### config.mk
export PLATFORM = sky130hd
export DESIGN_NAME = hwag_tooth_cap
export DESIGN_NICKNAME = d
export VERILOG_FILES = /design/src/rtl/hwag_tooth_cap.sv
export SDC_FILE = /design/constraint.sdc
export NUM_CORES = 1
export LEC_CHECK = 0
export CORE_MARGIN = 2
export CORE_UTILIZATION = 30
export CTS_CLUSTER_SIZE = 30
export DETAILED_ROUTE_END_ITERATION = 10
export PLACE_DENSITY = 0.57
export SLEW_MARGIN = 20
export SYNTH_ARGS = -nofsm -noshare
export SYNTH_HDL_FRONTEND = slang
export SYNTH_SLANG_ARGS = --single-unit
### constraint.sdc
create_clock -name clk -period 10.4 [get_ports clk]
set_input_delay 2.08 -clock clk [delete_from_list [all_inputs] [get_ports clk]]
set_output_delay 2.08 -clock clk [all_outputs]
set_load 0.02 [all_outputs]
### src/rtl/hwag_tooth_cap.sv
// Crank VR front end: synchronise, glitch-filter, qualify and time the active edge, track teeth.
// Optional HWAG_CAP_EDGE_SEL_EN adds cap_edge to select the rising edge instead of the falling one.
module hwag_tooth_cap #(
  parameter int unsigned PW = 24,
  parameter int unsigned TW = 6
) (
  input  logic          clk,
  input  logic          rst,
  input  logic          cap_in,
  input  logic [7:0]    filt_len,
  input  logic [PW-1:0] cap_min,
  input  logic [PW-1:0] cap_max,
  input  logic [TW-1:0] tooth_last,
`ifdef HWAG_CAP_EDGE_SEL_EN
  input  logic          cap_edge,
`endif
  output logic          cap_out,
  output logic          cap_stb,
  output logic [PW-1:0] cap_period,
  output logic          gap_stb,
  output logic [TW-1:0] tooth_cnt,
  output logic          sync,
  output logic          err_stb
);

  typedef enum logic [1:0] {StIdle, StMeas, StHunt, StSync} state_e;

  state_e        state_q, state_d;
  logic          sync1_q, sync2_q;
  logic [7:0]    fcnt_q, fcnt_d;
  logic          cap_out_q, cap_out_d;
  logic          cap_dly_q;
  logic [PW-1:0] pcnt_q, pcnt_d;
  logic [PW-1:0] prev_q, prev_d;
  logic          cap_stb_q, cap_stb_d;
  logic [PW-1:0] cap_period_q, cap_period_d;
  logic          gap_stb_q, gap_stb_d;
  logic [TW-1:0] tooth_cnt_q, tooth_cnt_d;
  logic          sync_q, sync_d;
  logic          err_stb_q, err_stb_d;

  logic          act_edge;
  logic          accept;
  logic          timeout;
  logic          is_gap;
  logic [PW:0]   gap_lim;

`ifdef HWAG_CAP_EDGE_SEL_EN
  logic edge_sel_q, edge_sel_d;

  assign act_edge = edge_sel_q ? (cap_out_q & ~cap_dly_q) : (~cap_out_q & cap_dly_q);
`else
  assign act_edge = ~cap_out_q & cap_dly_q;
`endif

  // Gap when the new period exceeds 1.5x the previous one; one extra bit avoids overflow.
  assign gap_lim = {1'b0, prev_q} + {2'b00, prev_q[PW-1:1]};
  assign is_gap  = {1'b0, pcnt_q} > gap_lim;

  // Timeout only matters once an edge has been seen, so it naturally fires once per stall.
  assign timeout = (state_q != StIdle) && (pcnt_q >= cap_max);
  assign accept  = act_edge && (pcnt_q >= cap_min);

  always_comb begin
    fcnt_d       = '0;
    cap_out_d    = cap_out_q;
    pcnt_d       = (pcnt_q == {PW{1'b1}}) ? pcnt_q : pcnt_q + 1'b1;
    prev_d       = prev_q;
    state_d      = state_q;
    cap_stb_d    = 1'b0;
    gap_stb_d    = 1'b0;
    err_stb_d    = 1'b0;
    cap_period_d = cap_period_q;
    tooth_cnt_d  = tooth_cnt_q;
    sync_d       = sync_q;
`ifdef HWAG_CAP_EDGE_SEL_EN
    edge_sel_d   = (state_q == StIdle) ? cap_edge : edge_sel_q;
`endif

    if (sync2_q != cap_out_q) begin
      if (fcnt_q == filt_len) begin
        cap_out_d = sync2_q;
      end else begin
        fcnt_d = fcnt_q + 8'd1;
      end
    end

    if (timeout) begin
      err_stb_d   = 1'b1;
      sync_d      = 1'b0;
      tooth_cnt_d = '0;
      state_d     = StIdle;
    end else if (accept) begin
      pcnt_d = {{(PW-1){1'b0}}, 1'b1};
      if (state_q != StIdle) begin
        cap_stb_d    = 1'b1;
        cap_period_d = pcnt_q;
        prev_d       = pcnt_q;
      end
      unique case (state_q)
        StIdle: state_d = StMeas;
        StMeas: state_d = StHunt;
        StHunt: begin
          if (is_gap) begin
            gap_stb_d   = 1'b1;
            tooth_cnt_d = '0;
            sync_d      = 1'b1;
            state_d     = StSync;
          end
        end
        StSync: begin
          if (is_gap) begin
            if (tooth_cnt_q == tooth_last) begin
              tooth_cnt_d = '0;
              gap_stb_d   = 1'b1;
            end else begin
              err_stb_d = 1'b1;
              sync_d    = 1'b0;
              state_d   = StHunt;
            end
          end else begin
            tooth_cnt_d = tooth_cnt_q + 1'b1;
            if (tooth_cnt_q == tooth_last) begin
              err_stb_d = 1'b1;
              sync_d    = 1'b0;
              state_d   = StHunt;
            end
          end
        end
        default: state_d = StIdle;
      endcase
    end
  end

  always_ff @(posedge clk or posedge rst) begin
    if (rst) begin
      state_q      <= StIdle;
      sync1_q      <= 1'b0;
      sync2_q      <= 1'b0;
      fcnt_q       <= '0;
      cap_out_q    <= 1'b0;
      cap_dly_q    <= 1'b0;
      pcnt_q       <= '0;
      prev_q       <= '0;
      cap_stb_q    <= 1'b0;
      cap_period_q <= '0;
      gap_stb_q    <= 1'b0;
      tooth_cnt_q  <= '0;
      sync_q       <= 1'b0;
      err_stb_q    <= 1'b0;
`ifdef HWAG_CAP_EDGE_SEL_EN
      edge_sel_q   <= 1'b0;
`endif
    end else begin
      state_q      <= state_d;
      sync1_q      <= cap_in;
      sync2_q      <= sync1_q;
      fcnt_q       <= fcnt_d;
      cap_out_q    <= cap_out_d;
      cap_dly_q    <= cap_out_q;
      pcnt_q       <= pcnt_d;
      prev_q       <= prev_d;
      cap_stb_q    <= cap_stb_d;
      cap_period_q <= cap_period_d;
      gap_stb_q    <= gap_stb_d;
      tooth_cnt_q  <= tooth_cnt_d;
      sync_q       <= sync_d;
      err_stb_q    <= err_stb_d;
`ifdef HWAG_CAP_EDGE_SEL_EN
      edge_sel_q   <= edge_sel_d;
`endif
    end
  end

  assign cap_out    = cap_out_q;
  assign cap_stb    = cap_stb_q;
  assign cap_period = cap_period_q;
  assign gap_stb    = gap_stb_q;
  assign tooth_cnt  = tooth_cnt_q;
  assign sync       = sync_q;
  assign err_stb    = err_stb_q;

endmodule

**Yosys cells after proc, flatten, opt, wreduce, memory -nomap -nowiden**

Cells that the tools add are included.
W data, S select, Z words.

- Register bits after elaboration: 72
- Input port bits: 65
- Output and inout bits: 35
- Word-level logic and storage cells: 84

- $add $sub $neg: 4
- $lt $le $gt $ge: 3
- Equality and inequality tests: 11
- Mux-type cells: 39
- Bitwise operators: 3
- Reductions and logical operators: 11

Operators with widths:

| kind | count |
|---|---|
| $mux W24 | 3 |
| $ge A24 B24 Y1 | 2 |
| $mux W6 | 5 |
| $add A24 B23 Y25 | 1 |
| $gt A24 B25 Y1 | 1 |
| $add A24 B1 Y24 const B | 1 |
| $eq A24 B24 Y1 const B | 1 |
| $mux W1 | 19 |
| $mux W8 | 2 |
| $mux W2 | 6 |
| $ne A4 B4 Y1 const B | 3 |
| $pmux W6 S2 | 1 |
| $add A8 B1 Y8 const B | 1 |
| $eq A8 B8 Y1 | 1 |
| $pmux W2 S4 | 1 |
| $reduce_and A4 Y1 | 2 |
| $add A6 B1 Y6 const B | 1 |
| $eq A6 B6 Y1 | 1 |
| $reduce_and A5 Y1 | 1 |
| $eq A2 B2 Y1 const B | 2 |
| $pmux W1 S2 | 2 |
| $reduce_bool A2 Y1 | 2 |
| $ne A3 B3 Y1 const B | 1 |
| $reduce_and A3 Y1 | 1 |
| other kinds (8) | 10 |

**Longest topological paths before layout**

- Depth after elaboration: 6
- Mapped depth: 22
- Gate-level depth less buffers: 22

**Worst setup path before layout**

No wires, ideal clock.

- Path type: register to register
- Start: reg cap_period[1] (netlist name)
- End: reg tooth_cnt_q[2] (netlist: tooth_cnt[2])
- Library setup time: 83 ps
- Data arrival time: 4,341 ps
- Data required time: 10,317 ps
- Slack: 5,976 ps
- Stages on the path, launching flop included: 19
- Buffers on the path: 0
- Clock period less this slack: 4,424 ps
- Cells stage by stage: dfrtp_1 > ha_1 > fa_1 > a211oi_1 > o211ai_1 > nand3_1 > a21boi_0 > o21a_1 > o21a_1 > o311a_1 > ha_1 > a21oi_1 > o221ai_1 > a21o_1 > a211oi_1 > a21oi_1 > a2111oi_2 > o21ai_0 > o21ai_0

RTL lines:

| what | line | source |
|---|---|---|
| end signal: assignment | 166 | `tooth_cnt_q <= tooth_cnt_d;` |
| end: declaration | 38 | `logic [TW-1:0] tooth_cnt_q, tooth_cnt_d;` |

**Final worst setup path**

- Start: in cap_min[14]
- End: reg cap_period_q[11] (netlist: cap_period[11])

- Cells in the longest elaborated chain, start to end: 3

Ends and longest elaborated chain:

| what | line | source |
|---|---|---|
| start: declaration | 11 | `input logic [PW-1:0] cap_min,` |
| $ge A24 B24 Y1 | 62 | `assign accept = act_edge && (pcnt_q >= cap_min);` |
| $logic_and A1 B1 Y1 | 62 |  |
| $reduce_and A3 Y1 (no line) | - |  |
| end signal: assignment | 164 | `cap_period_q <= cap_period_d;` |
| end: declaration | 36 | `logic [PW-1:0] cap_period_q, cap_period_d;` |

Every way passes these cells.
A chain may end at the register's enable or synchronous reset.

==> reports/results.ini <==
[floorplanning]
die_w_um=149
start_util_pct=30.8
dieArea_sq_mm=0.0221
core_area_sq_mm=0.0204
rows=52
io_pins=100
die_y_um=149

[yosys]
ys_seq_elements=72
avgSynthCellArea_sq_um=8.98
netlist_area_sq_mm=0.00627
syn_nets=865
synth.distinct_cells=55
ys_async_sr_fraction_pct=100
synth_edf_count=0
yosysWarnings=0
synth-main-ff-cell=dfrtp_1
netlist_instances=698
ys_seq_area_share_pct=28.7

[timing]
relSlewSlack_pct=36.7
maxSlewViolCount=0
worstMarginPinSlew_ns=0.949
period_share_pct=51.8
min_period_ns=5.39
fmax_mhz=186
setup_viol=0
whs_ns=0.348
finalClockSkew_ns=0.00657
rsz0062_at_grt=false
fin_tns_setup_ns=0
hold_viol=0

[cells_and_area]
stdcell_count=1076
mostFrequentLayoutCells=ha_1, clkdlybuf4s50_1, dfrtp_1, inv_1, nor2_1
final_layout_size_suffix_gt1_share_pct=6.33
syn2layout_area_growth_pct=25.6
final_util_pct=38.7
final_common_cell=ha_1
antenna_cells=0
nNetsFinal=968

[cts]
cts_tree=built
cts_max_level=3
root_buffer=clkbuf_16
hold_buffers=0
clk_path_buf_depth=2
cts_setup_buffers=0
cts_made_buffers=9
clk_pin_slew_ns=0.06
post_cts_resized=0
insertion_delay_ns=0.34
clkSinkCount=72

[global_route]
grt_max_degree=73
track_usage_pct=15.2
overflow=0
grt_pass1_vias=5287
antenna_found_initial=0
grt_pass1_wl_um=26800

[power]
p_per_area_mw_per_mm2=204
ir_worst_vdd_mv=0.0961
cellLeakagePower_uw=0.00372

[hold_path]
holdPathStages=0
hp-class=flip-flop to flip-flop

[critical_path]
worstPathMaxFanout=26
reg2regPathDepth=18
worst_setup_path_start_kind=input pin
crit_type=input pin to flip-flop
crit_arrival_ns=5.61
rrSetupSlack_ns=5.05
crit_path_end_kind=flip-flop
cp.required_ns=10.62

[routing]
drt_iter0_drc=177
vias_per_cell=4.96
first_pass_iters=4
num_vias=5332
wl_um=16200
ant_nets=0
wire_per_inst_um=15.0
post-route-drc-count=0

[flow_run]
maxCapViolations=0

[place]
globalplace.congestion=0.819
dpl.cell_count=1060
numPortBuffers=99
place_hpwl_um=12700

[run_status]
status=finished, final reports clean

[cell type report]
class | instances | area [sq um]
fill | 2054 | 12500
multi-input combinational | 551 | 4180
sequential | 72 | 1800
timing repair buffer | 100 | 998
tap | 270 | 338
inverter | 67 | 251
clock buffer | 10 | 239
clock inverter | 6 | 67.6
[critical path, cell delays in order]
cell and delay (ns):
clkdlybuf4s50_1 0.45, inv_1 0.04, ha_1 0.30, nand4_1 0.18, nor4_1 0.37, o31ai_1 0.17
a2111oi_4 0.80, nand3b_2 0.68, mux2_2 0.51
[registers in the layout, indices dropped and copies added (netlist names), 2 cells and up]
signal	flops
pcnt_q	24
cap_period	24
tooth_cnt	6
state_q	2
fcnt_q	8
[logic make-up after synthesis]
family,synth area share [%]
and+or+nand+nor,16.5
AOI/OAI and AO/OA,16.2
adders and majority gates,20.5
buffers and inverters,4.61
DFF,28.7
xor gates and xnor gates,8.52
muxes,4.97
[power breakdown]
part           internal [uW]  total, uW  switching [uW]  leakage, uW
clock                    193        322             129     0.000145
combinational            354        760             406      0.00263
sequential               355        523             169     0.000939
total                    902       1610             704      0.00372
[layer usage]
metal  GRT usage (%)  share of wire [%]  vias up  routed length [um]
li1                -                  -     2731                   -
met1            20.4                 48     2487                7710
met2            24.4                 46       95                7400
met3            2.52                4.3       19                 699
met4            6.43                2.2        0                 359
met5               0                  0        -                   0
[cells in the mapped netlist, drive strengths merged (2+ instances only)]
cell,n,area [sq um]
a2111oi,2,42.5
a211o,2,17.5
a211oi,13,103
a21boi,2,15.0
a21o,22,165
a21oi,40,200
a221oi,2,17.5
a31oi,3,18.8
and2,4,25.0
and3,13,81.3
and4,7,61.3
buf,2,15.0
clkbuf,6,22.5
dfrtp,72,1800
ha,101,1260
inv,67,251
mux2,25,282
mux2i,3,30.0
nand2,38,143
nand2b,7,43.8
nand3,26,130
nand4,21,131
nor2,58,218
nor2b,2,12.5
nor3,13,65.1
nor4,2,12.5
o211ai,4,30.0
o21a,11,82.6
o21ai,35,175
o21bai,3,22.5
o221ai,2,17.5
o31ai,4,30.0
or2,3,18.8
or3,4,25.0
or4,3,22.5
xnor2,27,236
xor2,34,298
[stage by stage]
stage          setup slack [ns]  cell area (sq um)  total power, uW
2_1_floorplan              5.98               6270             1020
3_3_place_gp               4.73               7570             1270
3_5_place_dp               4.64               7570             1280
4_1_cts                    5.01               7880             1620
5_1_grt                    4.42               7880             1750
6_report                   5.01               7880             1610
[worst paths after layout]
kind	start	end
max	cap_min[14]	cap_period[11]
min	sync1_q	sync2_q
max reg2reg	cap_period[1]	tooth_cnt[2]
min reg2reg	sync1_q	sync2_q
max in group asynchronous	rst	sync1_q
min in group asynchronous	rst	fcnt_q[6]
Power figures use the tool's default switching activity.
